===== src/rtl/icache_tag_ctrl_pkg.sv =====
// ============================================================================
// Module : icache_tag_ctrl_pkg
// Brief  : Shared types, constants and helpers for the L1.5 I-cache tag
//          bank controller. ICACHE_TAG_PARITY_EN adds one even-parity bit
//          above the tag data in every RAM word.
// Rev    : 1.0  initial release
// ============================================================================
`default_nettype none

package icache_tag_ctrl_pkg;

  // Controller states: power-up sweep, normal arbitration, flush sweep
  typedef enum logic [1:0] {
    ST_INIT  = 2'd0,
    ST_SERVE = 2'd1,
    ST_FLUSH = 2'd2
  } state_t;

  // All-zero tag marks an invalid entry (and carries valid even parity)
  localparam logic [63:0] TAG_INVALID = '0;

  // Extra RAM bits carried next to each tag
`ifdef ICACHE_TAG_PARITY_EN
  localparam int PARITY_W = 1;
`else
  localparam int PARITY_W = 0;
`endif

  // Even parity bit: makes the total number of ones in {parity, data} even.
  // Callers zero-extend their tag into the 64-bit argument.
  function automatic logic tag_parity(input logic [63:0] data);
    return ^data;
  endfunction

endpackage

`default_nettype wire


===== src/rtl/icache_tag_ctrl.sv =====
// ============================================================================
// Module : icache_tag_ctrl
// Brief  : Arbiter and invalidate sequencer for one single-port tag SCM bank.
//          Refill writes win over lookup reads; a pending flush wins over
//          both. After reset and after each flush request the whole bank is
//          swept to zero, one entry per cycle.
//          Optional: ICACHE_TAG_PARITY_EN stores even parity in the RAM MSB
//          and reports corrupted lookups on lk_perr_o as a miss.
// Rev    : 1.0  initial release
// ============================================================================
`default_nettype none

module icache_tag_ctrl
  import icache_tag_ctrl_pkg::*;
#(
  parameter int ADDR_WIDTH = 6,
  parameter int DATA_WIDTH = 7
) (
  input  logic                             clk,
  input  logic                             rst_n,
  // flush control
  input  logic                             flush_req_i,
  output logic                             flush_ack_o,
  output logic                             busy_o,
  // lookup port
  input  logic                             lk_req_i,
  input  logic [ADDR_WIDTH-1:0]            lk_addr_i,
  output logic                             lk_gnt_o,
  output logic                             lk_rvalid_o,
  output logic [DATA_WIDTH-1:0]            lk_rdata_o,
`ifdef ICACHE_TAG_PARITY_EN
  output logic                             lk_perr_o,
`endif
  // refill port
  input  logic                             rf_req_i,
  input  logic [ADDR_WIDTH-1:0]            rf_addr_i,
  input  logic [DATA_WIDTH-1:0]            rf_wdata_i,
  output logic                             rf_gnt_o,
  // tag RAM wrapper
  output logic                             ram_req_o,
  output logic                             ram_write_o,
  output logic [ADDR_WIDTH-1:0]            ram_addr_o,
  output logic [DATA_WIDTH+PARITY_W-1:0]   ram_wdata_o,
  input  logic [DATA_WIDTH+PARITY_W-1:0]   ram_rdata_i
);

  localparam int                    RAM_W   = DATA_WIDTH + PARITY_W;
  localparam logic [ADDR_WIDTH-1:0] CNT_MAX = '1;

  state_t                  r_state;
  logic [ADDR_WIDTH-1:0]   r_cnt;
  logic                    r_flush_pend;
  logic                    r_flush_ack;
  logic                    r_lk_rvalid;

  logic                    w_serve;
  logic                    w_rf_gnt;
  logic                    w_lk_gnt;
  logic                    w_ram_req;
  logic                    w_ram_write;
  logic [ADDR_WIDTH-1:0]   w_ram_addr;
  logic [RAM_W-1:0]        w_ram_wdata;
  logic [RAM_W-1:0]        w_rf_word;
  logic [DATA_WIDTH-1:0]   w_rd_tag;
  logic                    w_perr;

  // Grants only exist in SERVE with no flush waiting; refill beats lookup
  assign w_serve  = (r_state == ST_SERVE);
  assign w_rf_gnt = w_serve && !r_flush_pend && rf_req_i;
  assign w_lk_gnt = w_serve && !r_flush_pend && !rf_req_i && lk_req_i;

  assign w_rd_tag = ram_rdata_i[DATA_WIDTH-1:0];

`ifdef ICACHE_TAG_PARITY_EN
  assign w_rf_word = {tag_parity(64'(rf_wdata_i)), rf_wdata_i};
  assign w_perr    = r_lk_rvalid &&
                     (tag_parity(64'(w_rd_tag)) != ram_rdata_i[DATA_WIDTH]);
  assign lk_perr_o = w_perr;
`else
  assign w_rf_word = rf_wdata_i;
  assign w_perr    = 1'b0;
`endif

  // RAM command mux: sweep, then refill write, then lookup read, else idle
  always_comb begin
    w_ram_req   = 1'b0;
    w_ram_write = 1'b0;
    w_ram_addr  = '0;
    w_ram_wdata = RAM_W'(TAG_INVALID);
    if (!w_serve) begin
      w_ram_req   = 1'b1;
      w_ram_write = 1'b1;
      w_ram_addr  = r_cnt;
    end else if (w_rf_gnt) begin
      w_ram_req   = 1'b1;
      w_ram_write = 1'b1;
      w_ram_addr  = rf_addr_i;
      w_ram_wdata = w_rf_word;
    end else if (w_lk_gnt) begin
      w_ram_req   = 1'b1;
      w_ram_addr  = lk_addr_i;
    end
  end

  // The sweep state is already INIT while rst_n is low; gating the strobes
  // keeps the RAM quiet until reset is released.
  assign ram_req_o   = w_ram_req && rst_n;
  assign ram_write_o = w_ram_write && rst_n;
  assign ram_addr_o  = w_ram_addr;
  assign ram_wdata_o = w_ram_wdata;

  assign rf_gnt_o    = w_rf_gnt;
  assign lk_gnt_o    = w_lk_gnt;
  assign busy_o      = !w_serve;
  assign flush_ack_o = r_flush_ack;
  assign lk_rvalid_o = r_lk_rvalid;
  // A corrupted entry reads back as invalid so the lookup simply misses
  assign lk_rdata_o  = (r_lk_rvalid && !w_perr) ? w_rd_tag
                                                : DATA_WIDTH'(TAG_INVALID);

  // Sequencer: sweep counter, flush bookkeeping and registered strobes
  always_ff @(posedge clk or negedge rst_n) begin
    if (!rst_n) begin
      r_state      <= ST_INIT;
      r_cnt        <= '0;
      r_flush_pend <= 1'b0;
      r_flush_ack  <= 1'b0;
      r_lk_rvalid  <= 1'b0;
    end else begin
      r_flush_ack  <= 1'b0;
      r_lk_rvalid  <= w_lk_gnt;
      // New requests always latch; a waiting one is consumed on FLUSH entry
      r_flush_pend <= flush_req_i || (r_flush_pend && !w_serve);
      case (r_state)
        ST_INIT, ST_FLUSH: begin
          r_cnt <= r_cnt + 1'b1;
          if (r_cnt == CNT_MAX) begin
            r_state     <= ST_SERVE;
            r_cnt       <= '0;
            r_flush_ack <= (r_state == ST_FLUSH);
          end
        end
        ST_SERVE: begin
          r_cnt <= '0;
          if (r_flush_pend) begin
            r_state <= ST_FLUSH;
          end
        end
        default: begin
          r_state <= ST_INIT;
          r_cnt   <= '0;
        end
      endcase
    end
  end

endmodule

`default_nettype wire

===== config.mk =====
export PLATFORM = sky130hd
export DESIGN_NAME = icache_tag_ctrl
export DESIGN_NICKNAME = d
export VERILOG_FILES = /design/src/rtl/icache_tag_ctrl_pkg.sv /design/src/rtl/icache_tag_ctrl.sv
export SDC_FILE = /design/constraint.sdc
export NUM_CORES = 1
export LEC_CHECK = 0
export ABC_AREA = 1
export CAP_MARGIN = 40
export CORE_ASPECT_RATIO = 0.5
export CORE_MARGIN = 2
export CORE_UTILIZATION = 30
export DETAILED_ROUTE_END_ITERATION = 6
export MAX_ROUTING_LAYER = met4
export PLACE_DENSITY = 0.78
export SLEW_MARGIN = 30
export SYNTH_ARGS = -nofsm -noshare
export SYNTH_HDL_FRONTEND = slang
export SYNTH_SLANG_ARGS = --single-unit

===== constraint.sdc =====
create_clock -name clk -period 1 [get_ports clk]
set_input_delay 0.1 -clock clk [delete_from_list [all_inputs] [get_ports clk]]
set_output_delay 0.1 -clock clk [all_outputs]
set_load 0.02 [all_outputs]

# Yosys cells after proc, flatten, opt, wreduce, memory -nomap -nowiden
# Index checks and enable logic that the tools add are counted.
[op_classes]
reduce_logical = 14
muxes = 18
n_eq_ne = 5
add_sub_neg = 1
[ops]
columns = ["op", "count"]
rows = [
  ["6-bit two-way mux", 5],
  ["7-bit two-way mux", 3],
  ["1-bit logical AND", 7],
  ["1-bit two-way mux", 7],
  ["6-bit by 1-bit adder with 6-bit output (second input constant)", 1],
  ["6-bit == test (second input constant)", 1],
  ["2-bit two-way mux", 2],
  ["2-bit != test (second input constant)", 2],
  ["2-bit case mux with 2 select lines", 1],
  ["1-bit zero test", 3],
  ["2-bit by 1-bit == test with 1-bit output (second input constant)", 1],
  ["2-bit == test (second input constant)", 1],
  ["2-bit zero test", 1],
  ["2-bit AND reduction", 1],
  ["2-bit OR reduction", 1],
  ["1-bit logical OR", 1],
]
[totals]
elab_cells = 43
regBits = 11

# Longest topological paths before layout
[depth]
depth_word = 8
ltp_mapped = 6

# Worst setup path after synthesis
# OpenSTA, ideal clock, no wires.
[synth_path]
path_type = "flip-flop to flip-flop"
startpoint = "register r_state[1]"
endpoint = "register r_lk_rvalid, in the netlist lk_rvalid_o"
required_ns = 0.815
period_less_slack_ns = 1.431
path_buffers = 0
path_slack_ns = -0.431
arrival_ns = 1.246
path_stages_with_launch = 6
path_cell_list = "dfrtp_1 inv_2 nand2_8 nor2_8 inv_1 nor3_1"
[synth_between]
elab_chain_len = 4
[synth_rtl]
columns = ["item", "line", "text"]
rows = [
  ["from (decl)", "icache_tag_ctrl.sv:50", "state_t r_state;"],
  ["from (signal assigned)", "icache_tag_ctrl.sv:124", "r_state <= ST_INIT;"],
  ["from (signal assigned)", "icache_tag_ctrl.sv:138", "r_state <= ST_SERVE;"],
  ["from (signal assigned)", "icache_tag_ctrl.sv:146", "r_state <= ST_FLUSH;"],
  ["2-bit by 1-bit == test with 1-bit output", "icache_tag_ctrl.sv:68", "assign w_serve = (r_state == ST_SERVE);"],
  ["1-bit logical AND (3 in series)", "icache_tag_ctrl.sv:70", "assign w_lk_gnt = w_serve && !r_flush_pend && !rf_req_i && lk_req_i;"],
  ["via lk_gnt_o", "icache_tag_ctrl.sv:28", "output logic lk_gnt_o,"],
  ["to (signal assigned)", "icache_tag_ctrl.sv:131", "r_lk_rvalid <= w_lk_gnt;"],
  ["to (decl)", "icache_tag_ctrl.sv:54", "logic r_lk_rvalid;"],
]
# The timed path passes the listed nets, and every way through them passes these cells.
# A chain may end at the register's enable or synchronous reset.

# Worst setup path in the final report
[layout_path]
startpoint = "register r_state[1]"
endpoint = "output port ram_addr_o[3]"
[layout_between]
elab_chain_len = 7
[layout_rtl]
columns = ["item", "line", "text"]
rows = [
  ["2-bit by 1-bit == test with 1-bit output *", "icache_tag_ctrl.sv:68", ""],
  ["1-bit logical AND", "icache_tag_ctrl.sv:69, icache_tag_ctrl.sv:70", ""],
  ["1-bit logical AND (2 in series)", "icache_tag_ctrl.sv:70", ""],
  ["6-bit two-way mux", "icache_tag_ctrl.sv:99", "end else if (w_lk_gnt) begin"],
  ["6-bit two-way mux", "icache_tag_ctrl.sv:94", "end else if (w_rf_gnt) begin"],
  ["6-bit two-way mux *", "icache_tag_ctrl.sv:90", "if (!w_serve) begin"],
  ["to (decl)", "icache_tag_ctrl.sv:42", "output logic [ADDR_WIDTH-1:0] ram_addr_o,"],
]
# Mark *: on every way between the ends. The rest lies on a longest branch, timed or not.

==> flow_metrics.env <==
export IMPL_vias_per_cell=4.66
export IMPL_grt_pass1_vias=1092
export IMPL_global_route_usage_total_pct=22.3
export IMPL_timing_slew_headroom_pct=82.7
export IMPL_global_route_usage_met1_pct=23.8
export IMPL_finalMaxSlewViolations=0
export IMPL_min_period_ns=1.56
export IMPL_crit_path_end_kind="primary output"
export IMPL_grt_overflow=0
export IMPL_post_route_cell_area_mm2=0.00195
export IMPL_final_layout_size_suffix_gt1_share_pct=57.6
export IMPL_numPortBuffers=57
export IMPL_die_width_um=76.8
export IMPL_grt_util_met3_pct=2.70
export IMPL_use_met2_pct=45.4
export IMPL_netlist_instances=114
export IMPL_antenna_cells_inserted=0
export IMPL_post_dp_cell_area_mm2=0.00165
export IMPL_post_drt_wl_per_cell_um=14.4
export IMPL_required_time_worst_endpoint_ns=0.90
export IMPL_syn_to_final_growth_pct=146
export IMPL_ys_types=20
export IMPL_fmax_ghz=0.640
export IMPL_iteration_count_of_the_initial_detailed_routing_pass=4
export IMPL_postLayoutSetupSlackWorst_ns=-0.562
export IMPL_tritoncts="done"
export IMPL_drt_initial_drc_count=87
export IMPL_core_rowCount=13
export IMPL_timing_max_cap_violations=0
export IMPL_detailedPlacementHpwl_um=2350
export IMPL_routed_wirelength_um=3450
export IMPL_worst_setup_hold_path_clk_slew_ns=0.05
export IMPL_timing_setup_critical_path_class="register to primary output"
export IMPL_finalNetCount=236
export IMPL_cp_arrival_ns=1.46
export IMPL_fin_util_pct=76.5
export IMPL_layout_worst_path_cycle_share_pct=156
export IMPL_globalplace_congestion=0.839
export IMPL_grt_setup_unrepaired="true"
export IMPL_p_per_area_mw_per_mm2=577
export IMPL_p_leak_nw=0.976
export IMPL_yosys_top_cells_area="sky130_fd_sc_hd__dfrtp_1, sky130_fd_sc_hd__nand3_1, sky130_fd_sc_hd__inv_1, sky130_fd_sc_hd__nand2_1, sky130_fd_sc_hd__nor2_1"
export IMPL_die_height_um=40.4
export IMPL_synth_area_leader="sky130_fd_sc_hd__dfrtp_1"
export IMPL_final_antenna_net_count=0
export IMPL_tritoncts_num_buffers=3
export IMPL_floorplan_initialDensity_pct=31.1
export IMPL_clock_skew_ns=0.00178
export IMPL_violated_checks="negative setup slack"
export IMPL_synthesis_area_per_instance_um2=6.97
export IMPL_worst_ir_drop_vdd_mv=0.313
export IMPL_ys_ff_latch=11
export IMPL_max_slew_worst_pin_slew_ns=0.259
export IMPL_synth_seq_area_share_pct=34.6
export IMPL_clock_tree_root_cell="sky130_fd_sc_hd__clkbuf_8"
export IMPL_hold_violations=0
export IMPL_synth_top_cell_area_share_pct=34.6
export IMPL_grt_pass1_wl_um=5030
export IMPL_drcViolationCount=0
export IMPL_grt_busiest_layer="met2"
export IMPL_dp_worst_setup_slack_ns=-0.836
export IMPL_syn_area_um2=795
export IMPL_clock_sink_count=11
export IMPL_core_area_mm2=0.00255
export IMPL_worst_skew_pair_latency_ns=0.25
export IMPL_holdCritPathClass="primary input to asynchronous set/reset pin"
export IMPL_crit_path_max_fanout=6
export IMPL_initial_antenna_violation_count=0
export IMPL_cts_path_max_buffers=2
export IMPL_vias=1118
export IMPL_die_area_mm2=0.00310
export IMPL_io_pins=58
export IMPL_startpoint_kind_of_the_worst_setup_timing_path="register"
export IMPL_ctsHtreeMaxLevel=1
export IMPL_synth_net_count=146
export IMPL_tns_ns=-11.35
export IMPL_setup_violations=34
export IMPL_outcome="finished, violations left"
export IMPL_ys_warn_count=0
export IMPL_pin_count_of_the_biggest_net_entering_global_routing=12
[metal layers]
| layer | up-vias | wire length [um] |
|---|---|---|
| met5 | - | 0 |
| met4 | 0 | 40 |
| met3 | 4 | 129 |
| met2 | 45 | 1910 |
| met1 | 543 | 1380 |
| li1 | 526 | - |
[worst max-delay path, cell delays in order, from the launching register on]
cell and delay, ns:
sky130_fd_sc_hd__dfrtp_1 0.40, sky130_fd_sc_hd__inv_2 0.11, sky130_fd_sc_hd__nand2_8 0.09, sky130_fd_sc_hd__nor2_8 0.19
sky130_fd_sc_hd__buf_6 0.13, sky130_fd_sc_hd__nand3_2 0.08, sky130_fd_sc_hd__nand3_2 0.10, sky130_fd_sc_hd__buf_6 0.12
[cell usage in the layout (no fill, tap or decap), types with 3 or more instances in the layout]
master and count:
sky130_fd_sc_hd__nand2_1 12, sky130_fd_sc_hd__buf_4 21, sky130_fd_sc_hd__nor2_1 7, sky130_fd_sc_hd__inv_1 13, sky130_fd_sc_hd__nand3_1 8, sky130_fd_sc_hd__nand2_2 6, sky130_fd_sc_hd__nand2_4 6, sky130_fd_sc_hd__inv_2 11
sky130_fd_sc_hd__dfrtp_2 3, sky130_fd_sc_hd__buf_6 34, sky130_fd_sc_hd__clkdlybuf4s50_1 30, sky130_fd_sc_hd__clkbuf_8 3, sky130_fd_sc_hd__nand3_2 13, sky130_fd_sc_hd__nor2_4 8, sky130_fd_sc_hd__dfrtp_1 8
[timing repair]
item | 4_1_cts | 5_1_grt
cloned | 1 | 0
gates resized for setup | 182 | 27
hold buffers | 0 | 0
pin swaps | 11 | 11
buffers inserted | 9 | 2
setup endpoints to repair | 36 | 34
[area by class of cell]
type | instances | area (um2)
Fill cell | 165 | 599
Inverter | 25 | 98.8
Multi-Input combinational cell | 76 | 629
Sequential cell | 11 | 279
Tap cell | 37 | 46.3
Clock buffer | 4 | 45.0
Timing Repair Buffer | 87 | 856
[through the flow]
stage / power (mW) / instances / hold WS [ns]
after floorplan: 0.495 / 114 / -0.196
after global placement: 0.646 / 226 / 0.522
after detailed placement: 0.651 / 226 / 0.533
after CTS: 1.11 / 240 / 0.271
after global routing: 1.16 / 240 / 0.386
final: 1.13 / 240 / 0.339
[power breakdown]
part           internal, mW         switching, mW  leakage, nW
clock                 0.281                 0.182       0.0228
sequential            0.446  0.000000000000000281        0.130
combinational         0.130                0.0879        0.823
total                 0.857                 0.270        0.976
[final timing paths]
| check | cells after the start | start | endpoint | slack (ns) |
|---|---|---|---|---|
| min reg2reg | 2 | r_state[1] | flush_ack_o | 0.61 |
| max reg2reg | 8 | r_cnt[1] | r_cnt[5] | -0.19 |
| max | 7 | r_state[1] | ram_addr_o[3] | -0.56 |
| min in group clk | 2 | flush_req_i | r_flush_pend | 0.42 |
| max in group asynchronous | 2 | rst_n | r_cnt[1] | 0.50 |
| min | 2 | rst_n | lk_rvalid_o | 0.34 |
[cells in the mapped netlist]
cell	n
sky130_fd_sc_hd__nor2_2	1
sky130_fd_sc_hd__buf_6	1
sky130_fd_sc_hd__nand2_2	1
sky130_fd_sc_hd__nand3_1	20
sky130_fd_sc_hd__nor2_1	14
sky130_fd_sc_hd__o21ai_0	2
sky130_fd_sc_hd__nand4_1	1
sky130_fd_sc_hd__inv_1	24
sky130_fd_sc_hd__nor3_1	3
sky130_fd_sc_hd__dfrtp_1	11
sky130_fd_sc_hd__xor2_1	2
sky130_fd_sc_hd__nand2_8	1
sky130_fd_sc_hd__nand2_1	24
sky130_fd_sc_hd__nand3_2	3
sky130_fd_sc_hd__ha_1	1
sky130_fd_sc_hd__buf_8	1
sky130_fd_sc_hd__inv_2	1
sky130_fd_sc_hd__nor2_8	1
sky130_fd_sc_hd__a21o_1	1
sky130_fd_sc_hd__buf_2	1
[sequential cells by signal, indices dropped and copies added (netlist names)]
name / cells
flush_ack_o: 1
r_state: 2
lk_rvalid_o: 1
r_cnt: 6
r_flush_pend: 1
[cell families after synthesis]
group | after synthesis | synth area share, %
adders and majority gates | 1 | 1.57
buffers and inverters | 28 | 15.7
DFF | 11 | 34.6
xor gates and xnor gates | 2 | 2.21
and+or+nand+nor | 69 | 43.6
AOI/OAI and AO/OA | 3 | 2.21
Note: power is estimated with default switching activity, not from simulation.
